[src/rtl/xcorr_pkg.sv]
// xcorr_pkg: shared FSM state type and width helpers for the cross-correlation engine
package xcorr_pkg;
  typedef enum logic [1:0] {IDLE, MAC, OUT} state_t;
  function automatic int aw_f(input int n);
    return $clog2(n);
  endfunction
  function automatic int lw_f(input int n);
    return $clog2(2 * n - 1);
  endfunction
  function automatic int rw_f(input int dw, input int n);
    return 2 * dw + $clog2(n);
  endfunction
endpackage

[src/rtl/xcorr_mac.sv]
// xcorr_mac: signed multiply-accumulate at full result width, no saturation
module xcorr_mac #(
  parameter int DW = 10,
  parameter int RW = 24
) (
  input  logic                 clk,
  input  logic                 rst_n,
  input  logic                 clr,
  input  logic                 en,
  input  logic signed [DW-1:0] a,
  input  logic signed [DW-1:0] b,
  output logic signed [RW-1:0] acc
);
  // clear wins over accumulate; operands widened before multiply
  always_ff @(posedge clk or negedge rst_n)
    if (!rst_n) acc <= '0;
    else if (clr) acc <= '0;
    else if (en) acc <= acc + RW'(a) * RW'(b);
endmodule

[src/rtl/xcorr_engine.sv]
// xcorr_engine: lag-serial cross-correlation r[m] of two N-sample buffers; XCORR_PEAK_EN adds peak_lag/peak_val
module xcorr_engine
  import xcorr_pkg::*;
#(
  parameter int N = 16,
  parameter int DW = 10,
  localparam int AW = aw_f(N),
  localparam int LW = lw_f(N),
  localparam int RW = rw_f(DW, N)
) (
  input  logic                 clk,
  input  logic                 rst_n,
  input  logic                 wr_en,
  input  logic                 wr_sel,
  input  logic [AW-1:0]        wr_addr,
  input  logic [DW-1:0]        wr_data,
  input  logic                 start,
  input  logic                 abort,
  output logic                 busy,
  output logic                 out_valid,
  input  logic                 out_ready,
  output logic [LW-1:0]        out_lag,
  output logic signed [RW-1:0] out_data,
  output logic                 done
`ifdef XCORR_PEAK_EN
  ,
  output logic [LW-1:0]        peak_lag,
  output logic signed [RW-1:0] peak_val
`endif
);
  state_t state, nxt;
  logic [AW:0] cnt;
  logic [LW-1:0] lag;
  logic signed [DW-1:0] bufa [N];
  logic signed [DW-1:0] bufb [N];
  logic signed [DW-1:0] a_s, b_s;
  logic accept, last;
  int bi;
  assign busy = state != IDLE;
  assign out_valid = state == OUT;
  assign out_lag = lag;
  assign accept = state == OUT && out_ready && !abort;
  assign last = lag == LW'(2 * N - 2);
  // sample buffers: no reset, writes only while idle
  always_ff @(posedge clk)
    if (wr_en && !busy && int'(wr_addr) < N) begin
      if (wr_sel) bufb[wr_addr] <= wr_data;
      else bufa[wr_addr] <= wr_data;
    end
  // operand fetch: MAC cycle cnt handles term j=cnt-1, B index out of range contributes zero
  always_comb begin
    bi = int'(cnt) + N - 2 - int'(lag);
    a_s = bufa[AW'(cnt - 1'b1)];
    b_s = (bi >= 0 && bi < N) ? bufb[AW'(bi)] : '0;
  end
  // state register
  always_ff @(posedge clk or negedge rst_n)
    if (!rst_n) state <= IDLE;
    else state <= nxt;
  // next state: first MAC cycle clears, then N accumulate cycles; abort beats acceptance
  always_comb begin
    nxt = state;
    case (state)
      IDLE:    nxt = start ? MAC : IDLE;
      MAC:     nxt = abort ? IDLE : (cnt == (AW+1)'(N)) ? OUT : MAC;
      OUT:     nxt = abort ? IDLE : accept ? (last ? IDLE : MAC) : OUT;
      default: nxt = IDLE;
    endcase
  end
  // cycle counter within MAC, current lag and end-of-run pulse
  always_ff @(posedge clk or negedge rst_n)
    if (!rst_n) begin
      cnt <= '0;
      lag <= '0;
      done <= 1'b0;
    end else begin
      cnt <= (state == MAC) ? cnt + 1'b1 : '0;
      lag <= (state == IDLE && start) ? '0 : (accept && !last) ? lag + 1'b1 : lag;
      done <= accept && last;
    end
  xcorr_mac #(.DW(DW), .RW(RW)) u_mac (
    .clk  (clk),
    .rst_n(rst_n),
    .clr  (state == MAC && cnt == '0),
    .en   (state == MAC && cnt != '0),
    .a    (a_s),
    .b    (b_s),
    .acc  (out_data)
  );
`ifdef XCORR_PEAK_EN
  // running maximum over accepted lags; lag 0 seeds it, strict compare keeps the lowest lag on ties
  always_ff @(posedge clk or negedge rst_n)
    if (!rst_n) begin
      peak_lag <= '0;
      peak_val <= '0;
    end else if (accept && (lag == '0 || out_data > peak_val)) begin
      peak_lag <= lag;
      peak_val <= out_data;
    end
`endif
endmodule

[config.mk]
export PLATFORM = sky130hd
export DESIGN_NAME = xcorr_engine
export DESIGN_NICKNAME = d
export VERILOG_FILES = /design/src/rtl/xcorr_pkg.sv /design/src/rtl/xcorr_mac.sv /design/src/rtl/xcorr_engine.sv
export SDC_FILE = /design/constraint.sdc
export NUM_CORES = 1
export LEC_CHECK = 0
export CORE_ASPECT_RATIO = 1.25
export CORE_MARGIN = 2
export CORE_UTILIZATION = 40
export CTS_BUF_LIST = sky130_fd_sc_hd__clkbuf_8
export DETAILED_ROUTE_END_ITERATION = 7
export PLACE_DENSITY = 0.57
export SYNTH_ARGS = -nofsm -noshare
export SYNTH_HDL_FRONTEND = slang
export SYNTH_SLANG_ARGS = --single-unit
[constraint.sdc]
create_clock -name clk -period 9.8 [get_ports clk]
set_clock_uncertainty 0.05 [all_clocks]
set_input_delay 1.47 -clock clk [delete_from_list [all_inputs] [get_ports clk]]
set_output_delay 1.47 -clock clk [all_outputs]
set_load 0.02 [all_outputs]
==> Word level (Yosys, flattened, before mapping) <==
Memory sizes are Yosys's and may differ from the RTL's.
Index checks and enable logic that the tools add are counted.
{ "totals": {"ram_bits": 320, "elab_cells": 58, "output_inout_bits": 32, "register_bits": 37, "input_bits": 21, "memories": 2} }
{ "mem_list": {"columns": ["name", "words", "width", "read_ports", "rd_clocked_by_memory_dff", "wr", "line_no", "source"], "rows": [
  ["bufa", 16, 10, 1, 0, 1, "xcorr_engine.sv:34", "logic signed [DW-1:0] bufa [N];"],
  ["bufb", 16, 10, 1, 0, 1, "xcorr_engine.sv:35", "logic signed [DW-1:0] bufb [N];"]
]} }
{ "op_classes": {"n_lt_le_gt_ge": 2, "mux": 19, "addsub": 7, "reduce_logical": 18, "n_eq_ne": 4, "mul": 1} }
{ "op_table": {"columns": ["cell", "n"], "rows": [
  ["24-bit 2-to-1 mux", 2],
  ["24-bit adder", 1],
  ["10-bit by 10-bit multiplier with 20-bit output", 1],
  ["5-bit 2-to-1 mux", 3],
  ["5-bit by 1-bit adder with 5-bit output, second input constant", 2],
  ["5-bit equality test, second input constant", 2],
  ["10-bit 2-to-1 mux", 1],
  ["1-bit logical AND", 9],
  ["8-bit by 1-bit greater-or-equal comparator with 1-bit output, second input constant", 1],
  ["8-bit by 6-bit less-than comparator with 1-bit output, second input constant", 1],
  ["1-bit 2-to-1 mux", 8],
  ["2-bit 2-to-1 mux", 4],
  ["7-bit by 6-bit subtractor with 8-bit output", 1],
  ["6-bit by 2-bit subtractor with 7-bit output, second input constant", 1],
  ["5-bit by 5-bit adder with 6-bit output, second input constant", 1],
  ["2-bit one-hot mux with 3 select lines", 1],
  ["2-bit nonzero test", 3],
  ["5-bit zero test", 1],
  ["5-bit nonzero test", 1],
  ["4-bit by 1-bit subtractor with 4-bit output, second input constant", 1],
  ["1-bit zero test", 3],
  ["2-bit by 1-bit equality test with 1-bit output, second input constant", 1],
  ["2-bit equality test, second input constant", 1],
  ["2-bit zero test", 1]
]} }

==> Longest topological paths before layout <==
Gate-level depths: netlist of run 1.
{ "logic_depth": {"ltp_word": 10, "ltp_mapped": 46, "ltp_nobuf": 42} }

==> Modules after synthesis <==
A second synthesis of run 1 with hierarchy kept.
{ "hier_totals": {"hier_cells": 1405, "hier_area_um2": 19769.0} }
{ "modules_own_cells": {"columns": ["mod", "cells_each", "area_per_inst_um2", "seq_area_each_um2", "instances"], "rows": [
  ["xcorr_engine", 709, 13466.7, 9934.5, 1],
  ["xcorr_mac", 696, 6302.3, 600.6, 1]
]} }

==> Worst setup path before layout of run 1 <==
OpenSTA, ideal clock, no wires.
{ "synth_path": {"path_kind": "flip-flop to flip-flop", "start": "reg cnt[0]", "end": "reg u_mac.acc[23]", "required_ps": 9623, "path_slack_ps": 717, "synth_period_minus_slack_ps": 9083, "arrival_ps": 8906, "path_buffers": 5, "stages_incl_launch_ff": 40, "setup_ps": 127, "path_cell_list": "dfrtp_1 > buf_6 > buf_6 > buf_2 > inv_1 > ha_1 > inv_1 > fa_1 > buf_2 > buf_1 > mux4_2 > mux2i_1 > a211oi_2 > nand2_1 > fa_1 > inv_1 > fa_1 > inv_1 > [... 4 more ...] > fa_1 > inv_1 > ha_1 > a21oi_1 > o21ai_1 > a211oi_1 > nor2_1 > a311o_1 > a21oi_1 > xnor2_1 > ha_1 > and2_1 > a32oi_1 > o21ai_0 > a211oi_1 > xnor3_1 > a21oi_1 > o22ai_1"} }
{ "synth_via": {"elab_chain_cells": 10, "elab_cells_between_ends": 19, "cone_classes": "5 x add/sub; 1 x mul; 2 x order compare; 3 x mux; 6 x reduce/logical; 2 x memory"} }
{ "synth_rtl": {"columns": ["item", "line_no", "source"], "rows": [
  ["start, declared", "xcorr_engine.sv:32", "logic [AW:0] cnt;"],
  ["start signal, assigned", "xcorr_engine.sv:77", "cnt <= (state == MAC) ? cnt + 1'b1 : '0;"],
  ["5-bit by 5-bit adder with 6-bit output", "xcorr_engine.sv:52", "bi = int'(cnt) + N - 2 - int'(lag);"],
  ["6-bit by 2-bit subtractor with 7-bit output", "xcorr_engine.sv:52", null],
  ["7-bit by 6-bit subtractor with 8-bit output", "xcorr_engine.sv:52", null],
  ["8-bit by 1-bit greater-or-equal comparator with 1-bit output / 8-bit by 6-bit less-than comparator with 1-bit output (equally long branches)", "xcorr_engine.sv:54", "b_s = (bi >= 0 && bi < N) ? bufb[AW'(bi)] : '0;"],
  ["1-bit logical AND", "xcorr_engine.sv:54", null],
  ["10-bit 2-to-1 mux", "xcorr_engine.sv:54", null],
  ["10-bit by 10-bit multiplier with 20-bit output", "xcorr_mac.sv:18", "else if (en) acc <= acc + RW'(a) * RW'(b);"],
  ["24-bit adder", "xcorr_mac.sv:18", null],
  ["24-bit 2-to-1 mux", "xcorr_mac.sv:18", null],
  ["24-bit 2-to-1 mux", "xcorr_mac.sv:17", "else if (clr) acc <= '0;"],
  ["end signal, assigned", "xcorr_mac.sv:18", null],
  ["end, declared", "xcorr_mac.sv:12", "output logic signed [RW-1:0] acc"]
]} }
Several ways; a longest one is shown, not always the timed one. The select of a mux whose other input is x is not followed.
A chain may end at the register's enable or synchronous reset.

==> Worst setup path after layout of run 1 <==
Same ends and word-level chain as after synthesis.

==> results of run 1 <==
cells by family (layout without fill, tap and decap cells):
| kind of cell | count (synthesis) | count (layout) | synth area share, % |
|---|---|---|---|
| multiplexers | 111 | 111 | 11.5 |
| adder cells (fa/ha/maj) | 179 | 179 | 15.3 |
| AO/OA/AOI/OAI | 140 | 140 | 5.08 |
| XOR/XNOR | 52 | 52 | 2.44 |
| buffers and inverters | 188 | 336 | 3.96 |
| flip-flops | 357 | 357 | 54.7 |
| AND/OR/NAND/NOR | 296 | 296 | 7.04 |
flip-flops by register name, summed over array words and instances (netlist names):
register / count
u_mac.acc: 24
bufb: 160
done: 1
bufa: 160
state: 2
cnt: 5
out_lag: 5
metal layers:
layer  GRT usage, %  vias up
met5              0        -
met4           4.69        0
met3           2.81       59
met2           29.9      172
met1           21.2     5517
li1               -     4982
final timing paths:
path | endpoint | slack [ns]
max | u_mac.acc[23] | 0.63
min | u_mac.acc[2] | 0.47
max reg2reg | u_mac.acc[23] | 0.63
min reg2reg | u_mac.acc[2] | 0.47
max in group asynchronous | cnt[0] | 8.20
min in group asynchronous | u_mac.acc[3] | 0.89
timing repair:
item	CTS	global route
endpoints found under the setup margin	0	2
setup buffers	0	0
gates resized for setup	0	6
per-stage QoR:
step	cells	util, %	hold slack (ns)	worst slack [ns]
finish	2108	46.0	0.470	0.630
global route	2108	46.0	0.501	0.0239
CTS	2108	46.0	0.478	0.394
detailed placement	2001	43.6	0.463	0.435
global placement	2001	43.6	0.448	0.586
floorplan	1323	-	0.529	0.717
critical path, delay by kind of cell, from the launching register on:
kind	cells	cell delay, ns
buf+inv	5	0.53
compound gates	11	2.47
simple gates	5	1.11
mux	1	0.20
fa+ha+maj	9	3.91
flops	1	0.41
xor+xnor	2	0.34
cell type report:
class | count | area share [%]
repair buffers | 79 | 3.47
clock inverters | 48 | 1.41
flip-flops and latches | 357 | 48.4
inverters | 150 | 2.59
clock buffers | 59 | 3.73
well taps | 637 | 3.66
multi-input cells | 778 | 36.7
synthesized netlist by cell type (all sizes together) (2+ instances only):
cell,instances
o21a,10
mux2,11
a21o,9
xor2,15
o21ai,38
nand3b,4
a21oi,33
buf,25
nor2b,26
nand4,4
a22o,4
a211oi,13
mux4,86
dfrtp,37
nor3,11
xnor2,36
a31oi,4
edfxtp,320
nand2,84
fa,94
or3,4
or2,8
and3,5
nand3,10
and2,17
ha,85
nor3b,2
mux2i,14
o211ai,5
a32o,3
nor2,110
inv,150
clkbuf,13
o22ai,2
a221oi,2
nand2b,11
o21bai,5
==> results.md, run 1 <==
- Root buffer cell: sky130_fd_sc_hd__clkbuf_8
- Die area: 0.0499 mm2
- Aggregate negative setup slack: 0 ns
- Yosys cell types: 61
- Gr ovfl total: 0
- Max Clk Rate: 109 MHz
- Actual slew at the worst max-slew pin: 1.27 ns
- Pin count of the biggest net entering global routing: 45
- Count of flip-flops with a built-in enable after synthesis: 320
- Syn Inst Count: 1,323
- Number of maximum-capacitance constraint violations: 0
- Result of the run: finished clean
- RSZ-0062 raised after global routing: no
- Number of warnings reported in the yosys synthesis log: 0
- Number of register bits inferred by synthesis: between 300 and 400
- Average cell area after synthesis: 14.6 um2
- Routed wire per std cell: 19.4 um
- Fillers: 4,224
- Multi-input gate area in the final layout: 0.00800 mm2
- Overall routing resource usage: 16.8%
- Sink count of the clock tree: 357
- Area share of the largest cell type after synthesis: 49.9%
- Width of the die: 200 um
- Clock tree from TritonCTS: built
- Die Y: roughly 250 um
- Crit-path max FO: 11
- Crit end category: register
- Time the worst path needs with I/O delays and setup: 9.17 ns
- Worst Path Class, Setup: register to register
- Most used flip-flop cell after synthesis: sky130_fd_sc_hd__edfxtp_1
- Ys async rst share: 10.4%
- Min-delay worst type: register to register
- Hold_buf cts: 0
- Standard cell core area: 0.0473 mm2
- Number of antenna-violating nets in the routed design: 0
- Final worst path period share: 93.6%
- FF-to-FF path depth: 33
- Worst-Skew Late Latency: 0.65 ns
- Via count of the first global-routing pass: 11.5k
- PortBufs: 52
- Antenna violations before repair: 0
- Final net count: 1,625
- Routed length on met3: about 1400 um
- Number of inserted diodes: 0
- Startpoint of the most critical setup path: cnt[0]
- Total routed wirelength: between 40,000 and 50,000 um
- Area taken by flip-flops and latches: 0.0105 mm2
- Global-route wire length before repair: ~65,000 um
- Worst Hold Path Cells: 2
- IO Pins: 53
- CTS max path bufs: 3
- Number of failing hold endpoints at the final stage: 0
- Amount of wire on met2 after detailed routing: 21,100 um
- Leading cell types in the layout, fill and taps excluded: 320 x sky130_fd_sc_hd__edfxtp_1, 164 x sky130_fd_sc_hd__inv_1, 110 x sky130_fd_sc_hd__nor2_1, 93 x sky130_fd_sc_hd__fa_1, 85 x sky130_fd_sc_hd__mux4_2
- Cell repeated most along the worst path: sky130_fd_sc_hd__fa_1
- Rel. slew slack: 14.9%
- Number of levels the H-tree was split into: 2
- Cts bufs inserted: around 60
- Element type at the critical path start: register
- Most common cell after layout, fill and taps aside: sky130_fd_sc_hd__edfxtp_1
- Crit path largest cell delay: 0.74 ns
- Data required, critical path: 10.26 ns
- Synthesized netlist net count: between 1.5k and 2k
- Area Growth Syn to Fin: 13.1%
- Cell with the largest stage delay on the worst path: sky130_fd_sc_hd__fa_2
- Row count: 89
- Cell taking the most area after synthesis: sky130_fd_sc_hd__edfxtp_1
- DP Area: 0.0206 mm2
- Routability congestion estimate: 0.848
- Clock transition at path regs: 0.06 ns
- Initial standard-cell utilization of the core: 40.7%
- Setup Viol. Count Final: 0
- Final design instance area without fill: 0.0218 mm2
- Seq/Total Area, Yosys: 54.7%
- Max Used Layer: met4
- Met1 wire length: roughly 18,000 um
- Number of DRC violations after detailed-routing iteration 0: 621
- Detailed-routing iteration count for the pre-antenna-repair pass: 4
- Min-delay src: u_mac.acc[2]
- Layout cells sized above 1: roughly 16%
- Launch instance of the worst register-to-register path: cnt[0]
- Vias after detailed routing: 10.7k
- Placed wire-length estimate after detailed placement: between 20,000 and 30,000 um
- Post-route DRC violation count: 0
- Average vias per placed instance: 5.09
- Critical path arrival: 9.63 ns
- Number of max-slew violations in the final report: 0
- Cell types occupying the most area after synthesis: sky130_fd_sc_hd__edfxtp_1 50%, sky130_fd_sc_hd__mux4_2 9.9%, sky130_fd_sc_hd__fa_1 9.8%
- Netlist Area Pre-Place: slightly below 0.02 mm2
Power of run 1 is not shown: default switching activity piles up to over one toggle a cycle in this logic, so the estimate is an artifact.
==> run 2, diff against run 1 <==
--- a/config.mk
+++ b/config.mk
@@ -5,7 +5,6 @@
 export SDC_FILE = /design/constraint.sdc
 export NUM_CORES = 1
 export LEC_CHECK = 0
-export CORE_ASPECT_RATIO = 1.25
 export CORE_MARGIN = 2
 export CORE_UTILIZATION = 40
 export CTS_BUF_LIST = sky130_fd_sc_hd__clkbuf_8
==> run 2 against run 1 <==
  * Die area about the same
  * Global-route usage increased by 0.24 points
  * Critical path type unchanged
  * Final area decreased by 0.67%
  * Hold slack improved by 0.0012 ns
  * Utilization decreased by 0.61 points
  * First-iteration DRC count increased by 25%
  * Count of clock-buffer cells in the layout unchanged
  * Routed wire length increased by 0.69%
==> results.md, run 2 (same netlist as run 1, synthesis figures left out) <==
- Number of max-slew violations in the final report: 0
- Vias after detailed routing: 10.7k
- Overall routing resource usage: 17.1%
- Placed Cells incl. Taps: 1,972
- Final cell count without fillers: between 2k and 2.5k
- Critical R2R Capture: u_mac.acc[23]
- Result of the run: finished clean
- Width of the die: 223 um
- Most common cell after layout, fill and taps aside: sky130_fd_sc_hd__edfxtp_1
- Total buffers and inverters traversed by the critical path: 8
- Area Growth Syn to Fin: 12.3%
- Cell repeated most along the worst path: sky130_fd_sc_hd__inv_1
- Min-delay src: u_mac.acc[21]
- Leading cell types in the layout, fill and taps excluded: 320 x sky130_fd_sc_hd__edfxtp_1, 164 x sky130_fd_sc_hd__inv_1, 110 x sky130_fd_sc_hd__nor2_1, 93 x sky130_fd_sc_hd__fa_1, 85 x sky130_fd_sc_hd__mux4_2
- Top Registers: bufa (160), bufb (160), u_mac.acc (24)
- Actual slew at the worst max-slew pin: roughly 1.3 ns
- Final net count: 1,618
- RSZ-0062 raised after global routing: no
- Row count: 80
- Sink count of the clock tree: 357
- Clock tree from TritonCTS: built
- Initial standard-cell utilization of the core: between 40% and 50%
- Worst Path Class, Setup: register to register
- Pin count of the biggest net entering global routing: 45
- Fillers: 4,269
- Number of antenna-violating nets in the routed design: 0
- Placed wire-length estimate after detailed placement: 27,900 um
- Detailed-routing iteration count for the pre-antenna-repair pass: 5
- Number of inserted diodes: 0
- Cell with the largest stage delay on the worst path: sky130_fd_sc_hd__fa_1
- Post-route DRC violation count: 0
- Via count of the first global-routing pass: 11.4k
- IO Pins: 53
- Antenna violations before repair: 1
- Routed wire per std cell: 19.9 um
- Time the worst path needs with I/O delays and setup: approximately 9 ns
- Element type at the critical path start: register
- Root buffer cell: sky130_fd_sc_hd__clkbuf_8
- Final worst path period share: 94.4%
- Total routed wirelength: 41,200 um
- Rel. slew slack: between 10% and 20%
- Worst Hold Path Cells: 2
- CTS max path bufs: 3
- Max Clk Rate: roughly 110 MHz
- Hold_buf cts: 0
- Aggregate negative setup slack: 0 ns
- Multi-input gate area in the final layout: 0.00803 mm2
- Min-delay worst type: register to register
- Crit-path max FO: 11
- Layout cells sized above 1: 15.2%
- Routability congestion estimate: 0.832
- Area taken by flip-flops and latches: 0.0105 mm2
- Core utilization of the finished layout: 45.4%
- Clock transition at path regs: 0.06 ns
- Worst-Skew Late Latency: 0.65 ns
- Number of levels the H-tree was split into: 2
- Cts bufs inserted: 59
- Cell family with most CP delay: adder cells
- Number of DRC violations after detailed-routing iteration 0: 779
- Number of failing hold endpoints at the final stage: 0
- Worst Hold Path EP: u_mac.acc[21]
- Setup Viol. Count Final: 0
- Launch instance of the worst register-to-register path: cnt[1]
- Number of maximum-capacitance constraint violations: 0
- Data required, critical path: 10.30 ns
- Gr ovfl total: 0
- Die Y: 223 um
- Average vias per placed instance: 5.14
- Critical path arrival: 9.74 ns
- Standard cell core area: 0.0476 mm2
- Crit path largest cell delay: 0.53 ns
- Global-route wire length before repair: 65,100 um
- Crit end category: register
- Register-to-register path setup slack: 0.55 ns
- FF-to-FF path depth: 38
- PortBufs: 52
- Die area: 0.0499 mm2
- Startpoint of the most critical setup path: cnt[1]
==> run 2: cell type report <==
class	count	share of cell area, %
clock buffers	59	3.76
clock inverters	40	0.995
inverters	150	2.60
multi-input cells	778	37.1
flip-flops and latches	357	48.7
well taps	615	3.56
repair buffers	72	3.23
==> run 2: stage by stage <==
stage	hold WS, ns	area [um2]	worst slack [ns]
CTS	0.475	21600	0.297
global route	0.505	21600	0.0217
detailed placement	0.462	20600	0.336
floorplan	0.529	19300	0.717
finish	0.471	21600	0.554
global placement	0.450	20600	0.589
==> run 2: how the worst max path moves through the flow <==
stage,cells past startpoint,end
floorplan,39,u_mac.acc[23]
global placement,33,u_mac.acc[23]
detailed placement,34,u_mac.acc[23]
CTS,34,u_mac.acc[23]
global route,40,u_mac.acc[23]
finish,38,u_mac.acc[23]
==> run 2: layer usage <==
| metal | global-route usage [%] | share of wire (%) |
|---|---|---|
| met1 | 23.2 | 45 |
| met2 | 28.4 | 48 |
| met3 | 3.17 | 4.6 |
| met4 | 4.71 | 2.3 |
| met5 | 0 | 0 |
==> run 2: tightest hold or removal path, delay by kind of cell (launching register included) <==
kind / cells / cell delay [ns]
AO/OA/AOI/OAI: 1 / 0.06
AND/OR/NAND/NOR: 1 / 0.05
flip-flops: 1 / 0.37
==> run 2: timing repair <==
action                                  4_1_cts  5_1_grt
setup buffers                                 0        0
resized for setup                             0        8
endpoints found under the setup margin        0        4
Power of run 2 is left out for the same reason.
==> run 3, diff against run 2 <==
--- a/config.mk
+++ b/config.mk
@@ -5,6 +5,7 @@
 export SDC_FILE = /design/constraint.sdc
 export NUM_CORES = 1
 export LEC_CHECK = 0
+export CORE_ASPECT_RATIO = 0.6
 export CORE_MARGIN = 2
 export CORE_UTILIZATION = 40
 export CTS_BUF_LIST = sky130_fd_sc_hd__clkbuf_8
==> run 3 against run 2 <==
  * Sequential share of layout area shrank 0.11 points
  * Register-to-register slack better by 0.09 ns
  * Critical path type unchanged
  * Count of clock-buffer cells in the layout down 6
  * Flip-flop and latch count stayed put
  * Global-route usage increased by 1.0 points
  * Via count increased by 2.6%
  * First-iteration DRC count rose by 20%
==> results.md, run 3 (same netlist as run 1, synthesis figures left out) <==
- Min-delay src: u_mac.acc[19]
- Number of failing hold endpoints at the final stage: 0
- Vias after detailed routing: 10.9k
- Top Registers: bufa (160), bufb (160), u_mac.acc (24)
- Crit end category: register
- Worst Hold Path Cells: 2
- Area Growth Syn to Fin: 12.6%
- Multi-input gate area in the final layout: approximately 0.008 mm2
- Antenna violations before repair: 0
- Pin count of the biggest net entering global routing: 45
- Tightest hold margin: 0.479 ns
- Cts bufs inserted: 53
- Post-route DRC violation count: 0
- Area taken by flip-flops and latches: approximately 0.011 mm2
- Row count: 62
- Number of maximum-capacitance constraint violations: 0
- Global-route wire length before repair: 68,700 um
- Routability congestion estimate: 0.874
- Via count of the first global-routing pass: 11.3k
- PortBufs: 52
- Fillers: 4,220
- Number of DRC violations after detailed-routing iteration 0: 936
- Crit-path max FO: 40
- Detailed-routing iteration count for the pre-antenna-repair pass: 5
- Final cell count without fillers: 2,099
- Initial standard-cell utilization of the core: 40.4%
- Placed Cells incl. Taps: 2,008
- Overall routing resource usage: 18.1%
- Result of the run: finished clean
- Leading cell types in the layout, fill and taps excluded: 320 x sky130_fd_sc_hd__edfxtp_1, 159 x sky130_fd_sc_hd__inv_1, 110 x sky130_fd_sc_hd__nor2_1, 93 x sky130_fd_sc_hd__fa_1, 85 x sky130_fd_sc_hd__mux4_2
- CTS max path bufs: 3
- Total routed wirelength: 43,300 um
- Register-to-register path setup slack: 0.64 ns
- Cell with the largest stage delay on the worst path: sky130_fd_sc_hd__fa_2
- Time the worst path needs with I/O delays and setup: 9.16 ns
- Actual slew at the worst max-slew pin: 1.26 ns
- Data required, critical path: ~10 ns
- Clock tree from TritonCTS: built
- Number of levels the H-tree was split into: 2
- Rel. slew slack: 15.7%
- Root buffer cell: sky130_fd_sc_hd__clkbuf_8
- Worst Path Class, Setup: register to register
- Die Y: around 170 um
- Average vias per placed instance: 5.20
- Final worst path period share: 93.5%
- Die area: 0.0500 mm2
- Standard cell core area: 0.0477 mm2
- Gr ovfl total: 0
- Setup Viol. Count Final: 0
- IO Pins: 53
- Layout cells sized above 1: 15.8%
- FF-to-FF path depth: 34
- Final net count: 1,623
- Number of max-slew violations in the final report: 0
- Width of the die: approximately 290 um
- Placed wire-length estimate after detailed placement: 30,800 um
- Sink count of the clock tree: 357
- Hold_buf cts: 0
- Worst Hold Path EP: u_mac.acc[19]
- Most common cell after layout, fill and taps aside: sky130_fd_sc_hd__edfxtp_1
- Element type at the critical path start: register
- Launch instance of the worst register-to-register path: out_lag[0]
- Min-delay worst type: register to register
- Max Clk Rate: 109 MHz
- Crit path largest cell delay: 0.55 ns
- Clock transition at path regs: 0.07 ns
- Routed wire per std cell: 20.6 um
- Number of antenna-violating nets in the routed design: 0
- Critical path arrival: just under 10 ns
- Critical R2R Capture: u_mac.acc[22]
- Number of gates given a new drive strength after cts: 0
- Worst-Skew Late Latency: 0.62 ns
- Postcts setup bufs: 0
run 3: cell count changes in the layout (fill, tap and decap cells not counted), moves of 2 or more:
cell	previous run	this run
sky130_fd_sc_hd__a21oi_2	2	4
sky130_fd_sc_hd__buf_4	17	28
sky130_fd_sc_hd__diode_2	0	2
sky130_fd_sc_hd__clkbuf_8	59	53
sky130_fd_sc_hd__clkinv_2	5	3
sky130_fd_sc_hd__clkinv_8	2	0
sky130_fd_sc_hd__inv_1	164	159
sky130_fd_sc_hd__inv_8	0	2
run 3: critical path: cells and delay by family (launching register included):
| kind | cells | cell delay [ns] |
|---|---|---|
| xor+xnor | 2 | 0.37 |
| compound gates | 9 | 2.01 |
| buf+inv | 6 | 0.50 |
| flops | 1 | 0.48 |
| fa+ha+maj | 9 | 3.88 |
| mux | 2 | 0.73 |
| simple gates | 6 | 0.99 |
run 3: final cells by class:
cell class / instances / area share (%)
Sequential cell: 357 / 48.6
Timing Repair Buffer: 83 / 3.63
Antenna cell: 2 / 0.0231
Tap cell: 640 / 3.70
Clock inverter: 36 / 1.01
Clock buffer: 53 / 3.37
Inverter: 150 / 2.60
Multi-Input combinational cell: 778 / 37.1
run 3: per-layer routing:
metal / part of all wire, % / track usage [%] / up-vias
met3: 5.9 / 3.14 / 43
met2: 41 / 25.2 / 317
met5: 0 / 0 / -
met1: 52 / 29.6 / 5581
li1: - / - / 4984
met4: 1.4 / 3.21 / 0
run 3: worst max-delay path by stage:
stage,start,to,cells after the start
after floorplan,cnt[0],u_mac.acc[23],39
after CTS,cnt[2],u_mac.acc[21],39
final,out_lag[0],u_mac.acc[22],34
after global placement,cnt[2],u_mac.acc[23],38
after detailed placement,cnt[2],u_mac.acc[23],39
after global routing,cnt[2],u_mac.acc[23],41
run 3: through the flow:
| step | setup WS [ns] | TNS, ns | utilization, % | area [um2] |
|---|---|---|---|---|
| 3_3_place_gp | 0.479 | 0 | 43.3 | 20700 |
| 6_report | 0.642 | 0 | 45.4 | 21700 |
| 5_1_grt | -0.00470 | -0.00470 | 45.4 | 21700 |
| 2_1_floorplan | 0.717 | 0 | - | 19300 |
| 4_1_cts | 0.319 | 0 | 45.3 | 21600 |
| 3_5_place_dp | 0.387 | 0 | 43.3 | 20700 |
Power of run 3 is left out for the same reason.
